===== config.mk =====
export PLATFORM = sky130hd
export DESIGN_NAME = alu32_arbiter_flat
export DESIGN_NICKNAME = d
export VERILOG_FILES = /design/src/rtl/alu32_arbiter_if.sv /design/src/rtl/alu32_arbiter.sv /design/src/flat_wrapper.sv
export SDC_FILE = /design/constraint.sdc
export NUM_CORES = 1
export LEC_CHECK = 0
export BUFFER_PORTS_ARGS = -buffer_cell sky130_fd_sc_hd__clkbuf_2
export CORE_ASPECT_RATIO = 1.75
export CORE_MARGIN = 1
export CORE_UTILIZATION = 45
export CTS_CLUSTER_SIZE = 14
export DETAILED_ROUTE_END_ITERATION = 16
export PLACE_DENSITY = 0.69
export REMOVE_ABC_BUFFERS = 1
export SKIP_CTS_REPAIR_TIMING = 1
export SYNTH_ARGS = -nofsm -noshare
export SYNTH_HDL_FRONTEND = slang
export SYNTH_SLANG_ARGS = --single-unit

===== constraint.sdc =====
create_clock -name clk -period 3.16 [get_ports clk]
set_input_delay 0.158 -clock clk [delete_from_list [all_inputs] [get_ports clk]]
set_output_delay 0.158 -clock clk [all_outputs]
set_load 0.01 [all_outputs]

===== src/rtl/alu32_arbiter_if.sv =====
// Request/response bundle between the two ALU clients and alu32_arbiter.
// The optional ALU_ARB_STICKY_OVF_EN sideband stays on the arbiter as plain ports.
interface alu32_arbiter_if;
   logic        req0;
   logic [2:0]  op0;
   logic [31:0] a0;
   logic [31:0] b0;
   logic        req1;
   logic [2:0]  op1;
   logic [31:0] a1;
   logic [31:0] b1;
   logic        gnt0;
   logic        gnt1;
   logic        done0;
   logic        done1;
   logic [31:0] result;
   logic        c;
   logic        n;
   logic        z;
   logic        v;
   logic        busy;

   modport master (
      output req0, op0, a0, b0, req1, op1, a1, b1,
      input  gnt0, gnt1, done0, done1, result, c, n, z, v, busy
   );

   modport slave (
      input  req0, op0, a0, b0, req1, op1, a1, b1,
      output gnt0, gnt1, done0, done1, result, c, n, z, v, busy
   );
endinterface


===== src/rtl/alu32_arbiter.sv =====
// Two-requester arbiter around one 32-bit ALU: IDLE -> EXEC -> DONE per op.
// Optional macro ALU_ARB_STICKY_OVF_EN adds clr_sticky / ovf_sticky.
module alu32_arbiter #(
   parameter int unsigned PRIO_MODE = 0
) (
   input  logic          clk,
   input  logic          reset_n,
`ifdef ALU_ARB_STICKY_OVF_EN
   input  logic          clr_sticky,
   output logic          ovf_sticky,
`endif
   alu32_arbiter_if.slave bus
);

   typedef enum logic [1:0] {
      S_IDLE,
      S_EXEC,
      S_DONE
   } state_t;

   state_t      state_q, state_d;
   logic        win_q, win_d;
   logic        rr_q, rr_d;
   logic [2:0]  op_q, op_d;
   logic [31:0] a_q, a_d;
   logic [31:0] b_q, b_d;
   logic        gnt0_q, gnt0_d;
   logic        gnt1_q, gnt1_d;
   logic        done0_q, done0_d;
   logic        done1_q, done1_d;
   logic [31:0] result_q, result_d;
   logic        c_q, c_d;
   logic        n_q, n_d;
   logic        z_q, z_d;
   logic        v_q, v_d;
   logic        busy_q, busy_d;
   logic        sticky_q, sticky_d;

   logic        win_sel;
   logic [31:0] alu_y;
   logic        alu_c;
   logic        alu_v;
   logic [32:0] alu_sum;

   // alu32: carry is the raw carry-out, so subtract reports c=1 for "no borrow".
   always_comb begin : alu32
      alu_sum = '0;
      alu_y   = '0;
      alu_c   = 1'b0;
      alu_v   = 1'b0;
      case (op_q)
         3'b000: alu_y = ~a_q;
         3'b001: alu_y = ~b_q;
         3'b010: alu_y = a_q & b_q;
         3'b011: alu_y = a_q | b_q;
         3'b100: alu_y = a_q ^ b_q;
         3'b101: alu_y = ~(a_q ^ b_q);
         3'b110: begin
            alu_sum = {1'b0, a_q} + {1'b0, b_q};
            alu_y   = alu_sum[31:0];
            alu_c   = alu_sum[32];
            alu_v   = (a_q[31] == b_q[31]) && (alu_y[31] != a_q[31]);
         end
         default: begin
            alu_sum = {1'b0, a_q} + {1'b0, ~b_q} + 33'd1;
            alu_y   = alu_sum[31:0];
            alu_c   = alu_sum[32];
            alu_v   = (a_q[31] != b_q[31]) && (alu_y[31] != a_q[31]);
         end
      endcase
   end

   // On a tie the requester that did not win last time goes next.
   always_comb begin
      if (bus.req0 && !bus.req1)      win_sel = 1'b0;
      else if (bus.req1 && !bus.req0) win_sel = 1'b1;
      else if (PRIO_MODE == 1)        win_sel = 1'b0;
      else                            win_sel = ~rr_q;
   end

   always_comb begin
      state_d  = state_q;
      win_d    = win_q;
      rr_d     = rr_q;
      op_d     = op_q;
      a_d      = a_q;
      b_d      = b_q;
      gnt0_d   = gnt0_q;
      gnt1_d   = gnt1_q;
      done0_d  = done0_q;
      done1_d  = done1_q;
      result_d = result_q;
      c_d      = c_q;
      n_d      = n_q;
      z_d      = z_q;
      v_d      = v_q;
      busy_d   = busy_q;
      sticky_d = sticky_q;
      case (state_q)
         S_IDLE: begin
            if (bus.req0 || bus.req1) begin
               state_d = S_EXEC;
               win_d   = win_sel;
               op_d    = win_sel ? bus.op1 : bus.op0;
               a_d     = win_sel ? bus.a1  : bus.a0;
               b_d     = win_sel ? bus.b1  : bus.b0;
               gnt0_d  = ~win_sel;
               gnt1_d  = win_sel;
               busy_d  = 1'b1;
            end
         end
         S_EXEC: begin
            state_d  = S_DONE;
            result_d = alu_y;
            c_d      = alu_c;
            n_d      = alu_y[31];
            z_d      = (alu_y == '0);
            v_d      = alu_v;
            done0_d  = ~win_q;
            done1_d  = win_q;
         end
         default: begin
            state_d = S_IDLE;
            rr_d    = win_q;
            gnt0_d  = 1'b0;
            gnt1_d  = 1'b0;
            done0_d = 1'b0;
            done1_d = 1'b0;
            busy_d  = 1'b0;
         end
      endcase
`ifdef ALU_ARB_STICKY_OVF_EN
      // Set is applied after clear so a same-cycle set wins.
      if (clr_sticky) sticky_d = 1'b0;
      if ((state_q == S_DONE) && (op_q[2:1] == 2'b11) && v_q) sticky_d = 1'b1;
`endif
   end

   always_ff @(posedge clk) begin
      if (!reset_n) begin
         state_q  <= S_IDLE;
         win_q    <= 1'b0;
         rr_q     <= 1'b1;
         op_q     <= '0;
         a_q      <= '0;
         b_q      <= '0;
         gnt0_q   <= 1'b0;
         gnt1_q   <= 1'b0;
         done0_q  <= 1'b0;
         done1_q  <= 1'b0;
         result_q <= '0;
         c_q      <= 1'b0;
         n_q      <= 1'b0;
         z_q      <= 1'b0;
         v_q      <= 1'b0;
         busy_q   <= 1'b0;
         sticky_q <= 1'b0;
      end else begin
         state_q  <= state_d;
         win_q    <= win_d;
         rr_q     <= rr_d;
         op_q     <= op_d;
         a_q      <= a_d;
         b_q      <= b_d;
         gnt0_q   <= gnt0_d;
         gnt1_q   <= gnt1_d;
         done0_q  <= done0_d;
         done1_q  <= done1_d;
         result_q <= result_d;
         c_q      <= c_d;
         n_q      <= n_d;
         z_q      <= z_d;
         v_q      <= v_d;
         busy_q   <= busy_d;
         sticky_q <= sticky_d;
      end
   end

   assign bus.gnt0   = gnt0_q;
   assign bus.gnt1   = gnt1_q;
   assign bus.done0  = done0_q;
   assign bus.done1  = done1_q;
   assign bus.result = result_q;
   assign bus.c      = c_q;
   assign bus.n      = n_q;
   assign bus.z      = z_q;
   assign bus.v      = v_q;
   assign bus.busy   = busy_q;

`ifdef ALU_ARB_STICKY_OVF_EN
   assign ovf_sticky = sticky_q;
`else
   logic unused_sticky;
   assign unused_sticky = sticky_q;
`endif

endmodule


===== src/flat_wrapper.sv =====
// flat-port wrapper written by rule: the top's interface ports become plain ports
module alu32_arbiter_flat 
#(
   parameter int unsigned PRIO_MODE = 0
)
  (clk, reset_n, bus_req0, bus_op0, bus_a0, bus_b0, bus_req1, bus_op1, bus_a1, bus_b1, bus_gnt0, bus_gnt1, bus_done0, bus_done1, bus_result, bus_c, bus_n, bus_z, bus_v, bus_busy);
  alu32_arbiter_if bus_i ();
  input  logic clk;
  input  logic reset_n;
  input wire logic [$bits(bus_i.req0)-1:0] bus_req0;
  input wire logic [$bits(bus_i.op0)-1:0] bus_op0;
  input wire logic [$bits(bus_i.a0)-1:0] bus_a0;
  input wire logic [$bits(bus_i.b0)-1:0] bus_b0;
  input wire logic [$bits(bus_i.req1)-1:0] bus_req1;
  input wire logic [$bits(bus_i.op1)-1:0] bus_op1;
  input wire logic [$bits(bus_i.a1)-1:0] bus_a1;
  input wire logic [$bits(bus_i.b1)-1:0] bus_b1;
  output wire logic [$bits(bus_i.gnt0)-1:0] bus_gnt0;
  output wire logic [$bits(bus_i.gnt1)-1:0] bus_gnt1;
  output wire logic [$bits(bus_i.done0)-1:0] bus_done0;
  output wire logic [$bits(bus_i.done1)-1:0] bus_done1;
  output wire logic [$bits(bus_i.result)-1:0] bus_result;
  output wire logic [$bits(bus_i.c)-1:0] bus_c;
  output wire logic [$bits(bus_i.n)-1:0] bus_n;
  output wire logic [$bits(bus_i.z)-1:0] bus_z;
  output wire logic [$bits(bus_i.v)-1:0] bus_v;
  output wire logic [$bits(bus_i.busy)-1:0] bus_busy;
  assign bus_i.req0 = bus_req0;
  assign bus_i.op0 = bus_op0;
  assign bus_i.a0 = bus_a0;
  assign bus_i.b0 = bus_b0;
  assign bus_i.req1 = bus_req1;
  assign bus_i.op1 = bus_op1;
  assign bus_i.a1 = bus_a1;
  assign bus_i.b1 = bus_b1;
  assign bus_gnt0 = bus_i.gnt0;
  assign bus_gnt1 = bus_i.gnt1;
  assign bus_done0 = bus_i.done0;
  assign bus_done1 = bus_i.done1;
  assign bus_result = bus_i.result;
  assign bus_c = bus_i.c;
  assign bus_n = bus_i.n;
  assign bus_z = bus_i.z;
  assign bus_v = bus_i.v;
  assign bus_busy = bus_i.busy;
  alu32_arbiter #(.PRIO_MODE(PRIO_MODE)) u_core (.clk(clk), .reset_n(reset_n), .bus(bus_i));
endmodule

Word level (Yosys, flattened, before mapping)
Index checks and enable logic that the tools add are counted.
{"block": "word_totals", "inputBits": 138, "elab_cells": 73, "latchBits": 0, "out_inout_bits": 41, "memories": 0, "ramBits": 0, "rom_bits": 0, "reg_bits": 112}
{"block": "op_classes", "add_sub_neg": 3, "eq_ne": 12, "n_lt_le_gt_ge": 0, "mul": 0, "muxes": 18, "div_mod_pow": 0, "n_reduce_logical": 14, "bitwise": 10, "n_shift": 0}
{"operator": "$pmux 32 s7", "count": 1}
{"operator": "$not 32->32", "count": 3}
{"operator": "$add 32x32->33", "count": 2}
{"operator": "$mux 32", "count": 2}
{"operator": "$add 33x1->33 const B", "count": 1}
{"operator": "$and 32x32->32", "count": 1}
{"operator": "$logic_not 32->1", "count": 1}
{"operator": "$or 32x32->32", "count": 1}
{"operator": "$xor 32x32->32", "count": 1}
{"operator": "$pmux 1 s2", "count": 7}
{"operator": "$eq 3x3->1 const B", "count": 3}
{"operator": "$eq 3x2->1 const B", "count": 2}
{"operator": "$reduce_or 6->1", "count": 1}
{"operator": "$mux 1", "count": 5}
{"operator": "$logic_and 1x1->1", "count": 4}
{"operator": "$not 1->1", "count": 4}
{"operator": "$pmux 2 s2", "count": 1}
{"operator": "$reduce_and 2->1", "count": 2}
{"operator": "$eq 3x1->1 const B", "count": 1}
{"operator": "$logic_not 3->1", "count": 1}
{"operator": "$mux 3", "count": 1}
{"operator": "$ne 1x1->1", "count": 3}
{"operator": "$eq 2x1->1 const B", "count": 1}
{"operator": "$logic_not 1->1", "count": 2}
{"operator": "6 further kinds", "count": 6}

Longest topological paths before layout
{"block": "depth", "depth_word": 7, "depth_mapped": 15}

Least setup slack after synthesis
No wires, ideal clock.
{"block": "synth_path", "path_type": "reg2reg", "startpoint": "register u_core.a_q[3]", "endpoint": "register u_core.z_q (netlist: u_core.bus.z)", "setup_ps": 84, "setup_slack_ps": -98, "stages_incl_launch_ff": 16, "t_required_ps": 3076, "arrival_time_ps": 3174, "period_less_slack_ps": 3258, "path_buffers": 1, "path_cell_list": "dfxtp_1 -> inv_1 -> ha_1 -> buf_4 -> nor2_1 -> a221oi_2 -> a21oi_1 -> or2_2 -> o31a_1 -> mux2i_1 -> a211o_1 -> nor4_1 -> and4_1 -> and4_1 -> nand4_1 -> o31ai_2"}
{"block": "synth_via", "elab_chain_cells": 4}
{"item": "start, declared", "line": "alu32_arbiter.sv:25", "rtl": "logic [31:0] a_q, a_d;"}
{"item": "start signal, assigned", "line": "alu32_arbiter.sv:145", "rtl": "a_q <= '0;"}
{"item": "start signal, assigned", "line": "alu32_arbiter.sv:163", "rtl": "a_q <= a_d;"}
{"item": "$add 32x32->33 or $xor 32x32->32 (tied branches)", "line": "alu32_arbiter.sv:65, alu32_arbiter.sv:56, alu32_arbiter.sv:57"}
{"item": "$add 33x1->33 or $not 32->32 (tied branches)", "line": "alu32_arbiter.sv:65, alu32_arbiter.sv:57"}
{"item": "$pmux 32 s7 *", "line": "alu32_arbiter.sv:51", "rtl": "case (op_q)"}
{"item": "$logic_not 32->1 *", "line": "alu32_arbiter.sv:117", "rtl": "z_d = (alu_y == '0);"}
{"item": "end signal, assigned", "line": "alu32_arbiter.sv:172", "rtl": "z_q <= z_d;"}
{"item": "end, declared", "line": "alu32_arbiter.sv:34", "rtl": "logic z_q, z_d;"}
Every way passes the cells marked *; elsewhere a longest branch is shown, timed or not.
A chain may end at the register's enable or synchronous reset.

Final worst setup path
{"block": "layout_path", "startpoint": "register u_core.a_q[0]", "endpoint": "register u_core.z_q (netlist: u_core.bus.z)"}
Same word-level chain as after synthesis.

==> impl_metrics.ini <==
[pwr]
ir_drop_mv = 0.2961
p_comb_share_pct = 56.4
clkPwrFrac_pct = 18.1
power.switching_mw = 2.582
power_frac_seq_pct = 25.5
p_leak_nw = 6.639
power_switching_share_pct = 40.39
p_per_area_mw_per_mm2 = 434.2
p_int_mw = 3.810
finalPower_mw = 6.392

[worst_setup_path]
ff2ff_path_depth = 16
max_stage_delay_ns = 0.39
crit_fanout = 4
end_kind = flip-flop
worstReg2RegStart = u_core.a_q[0]
required_ns = 3.47
worstSetupStartpoint = u_core.a_q[0]
critPathSlowestCell = fa_2
start_kind = flip-flop
r2r_end = u_core.bus.z
path_cells = inv_4, ha_4, fa_2, nor2_4, o311ai_4, a31oi_4, buf_6, a2111oi_4, o31ai_2, a21oi_1, o221a_2, nor4_2, and4_1, and4_1, nand4_1, o31ai_2
worstSetupPathType = reg -> reg
critPathArrivalTime_ns = 3.89
reg2reg_slack_ns = -0.42

[place]
io_buffers = 178
hpwl_um = 32790
dp.cells = 2049
dpl-instance-area_mm2 = 0.01364
gp_congestion = 1.049

[routing]
first_pass_iters = 9
drtIter0Drc = 948
drc = 0
vias_per_cell = 5.887
wl_per_cell_um = 19.98
num_vias = 12251
antenna_left = 0
wl_um = 41580

[layout]
antenna_cells = 0
final_cells = 2081
nets = 2019
layout-drive-gt1-share_pct = 38.88
syn_to_final_growth_pct = 43.86
fin_util_pct = 66.43
design_area_mm2 = 0.01472

[synthesis]
synth-simple-area-share_pct = 18.03
ys_ff_latch = 111
synthFlopType = dfxtp_1
postSynthCellCount = 1348
synthMuxAreaShare_pct = 5.893
syn_avg_cell_area_um2 = 7.592
netlist_area_mm2 = 0.01023
synth-warning-count = 0
synth_top_family_by_area = compound AO/OA/AOI/OAI gates
ys_types = 83
synthXorXnorAreaFrac_pct = 2.739
yosysSeqAreaShare_pct = 21.71
synthArstFlopShare_pct = 0
synthAdderAreaFrac_pct = 12.37
synth_compound_area_share_pct = 30.65
synth_edf_count = 0

[cts]
clock_latency_ns = 0.39
cts-root-buf = clkbuf_16
cts_tree = done
cts_buffer_depth = 2
cts_buffers = 9
clock_sinks = 111
htreeDepth = 3
clk_pin_slew_ns = 0.08

[sta]
hold_viol = 0
setup_slack_ns = -0.4175
slew_headroom_pct = 29.00
fin_tns_setup_ns = -1.260
post-route-period-util_pct = 113.2
rsz0062_at_grt = true
fmax_mhz = 279.5
finClkSkew_ns = 0.01353
finalMaxSlewViolations = 0
setup_viol = 8
worst_slew_pin_slew_ns = 1.065
min_period_ns = 3.578

[die]
coreArea_mm2 = 0.02216
start_util_pct = 46.18
io-pin-count = 179
die_area_mm2 = 0.02337
die_h_um = 201.5
die_x_um = 116.0
rows = 72

[hold_path]
hold_path.startpoint = bus_b0[31]
min_path_cells = 3
hold_path_class = in -> reg
min_to = u_core.b_q[31]

[grt]
grt_pass1_vias = 12107
grt_pass1_wl_um = 62310
grt_overflow = 0
grt_max_degree = 102
antenna_found_initial = 0
track_usage_pct = 35.11

[run_status]
violations = negative setup slack
outcome = finished with violations

[flow_run]
maxCapViolCount = 0
[worst max path at each step]
stage | end | cells after the start
floorplan | u_core.bus.z | 12
global placement | u_core.bus.z | 14
detailed placement | u_core.bus.z | 14
CTS | u_core.bus.z | 14
global route | u_core.bus.z | 15
finish | u_core.bus.z | 16
[worst max-delay path: cells and delay by family, from the launching register on]
kind	cells	cell delay [ns]
compound gates	7	1.39
fa+ha+maj	2	0.55
buf+inv	2	0.19
flops	1	0.38
simple gates	5	0.97
[cells in the mapped netlist (17+ instances only)]
library cell | n | area share, %
inv_1 | 116 | 4.3
buf_2 | 22 | 1.1
a222oi_1 | 67 | 6.6
nor3_1 | 33 | 1.6
o22ai_1 | 17 | 1.0
a21oi_1 | 107 | 5.2
ha_1 | 98 | 12
o21ai_0 | 66 | 3.2
clkbuf_1 | 66 | 2.4
nand2_1 | 84 | 3.1
dfxtp_1 | 111 | 22
a21o_1 | 17 | 1.2
nor2_1 | 196 | 7.2
mux2i_1 | 22 | 2.2
xnor2_1 | 19 | 1.6
a211oi_1 | 18 | 1.3
[layout make-up]
cell class	instances	area, µm²
Tap cell	296	370.4
Timing Repair Buffer	525	3597
Sequential cell	111	2250
Fill cell	1984	7440
Clock inverter	5	46.29
Clock buffer	10	239.0
Multi-Input combinational cell	1016	7774
Inverter	118	445.4
[layout by cell type (no fill, tap or decap), types with 8 or more instances in the layout]
master     instances
a22oi_1           13
xor2_1            13
nor2_1           191
buf_4            334
nand2b_1          14
xnor2_1           19
a21o_1            17
clkbuf_2         178
ha_4              11
mux2i_1           21
dfxtp_1           93
a21oi_1           98
a211oi_1          11
nor2b_1           13
a222oi_1          67
nand3_1           14
o22ai_1           17
o211ai_1          12
inv_1            110
clkbuf_16          9
dfxtp_2           16
nand2_1           82
o21ai_0           55
mux4_2            16
ha_1              84
nand4_1            8
nor3_1            30
[cells by family (layout without fill, tap and decap cells)]
logic type,Yosys count,after routing
compound gates,431,431
simple gates,413,413
buf+inv,221,658
flops,111,111
fa+ha+maj,100,100
mux,40,40
xor+xnor,32,32
[state kept, by name, summed over array words and instances, names as in the netlist]
| signal | count |
|---|---|
| u_core.rr_q | 1 |
| u_core.win_q | 1 |
| u_core.bus.done1 | 1 |
| u_core.bus.busy | 1 |
| u_core.bus.v | 1 |
| u_core.bus.done0 | 1 |
| u_core.bus.gnt0 | 1 |
| u_core.state_q | 2 |
| u_core.a_q | 32 |
| u_core.bus.gnt1 | 1 |
| u_core.b_q | 32 |
| u_core.bus.z | 1 |
| u_core.op_q | 3 |
| u_core.bus.result | 32 |
| u_core.bus.c | 1 |
[routing by layer]
layer	part of all wire, %	up-vias	global-route usage, %	wire, µm
met2	53	454	64.86	22130
met1	35	5833	34.62	14710
li1	-	5809	-	-
met4	7.6	0	26.79	3145
met3	3.8	155	3.976	1590
met5	0	-	0	0
[stage by stage]
step / hold WS [ns] / worst slack, ns
after global placement: 0.3942 / -0.7618
after floorplan: 0.2199 / -2.437
after detailed placement: 0.4049 / -0.7770
after CTS: -0.004684 / -0.8444
after global routing: 0.01345 / -0.4658
final: 0.005816 / -0.4175
[power groups by stage]
stage	Combinational, mW	Sequential, mW	Clock (mW)
2_1_floorplan	1.62	1.72	0
5_1_grt	3.87	1.64	1.23
3_5_place_dp	3.26	1.65	0
3_3_place_gp	3.22	1.65	0
6_report	3.61	1.63	1.16
4_1_cts	3.27	1.62	1.18
No activity file was read; power rests on OpenSTA's default activity.
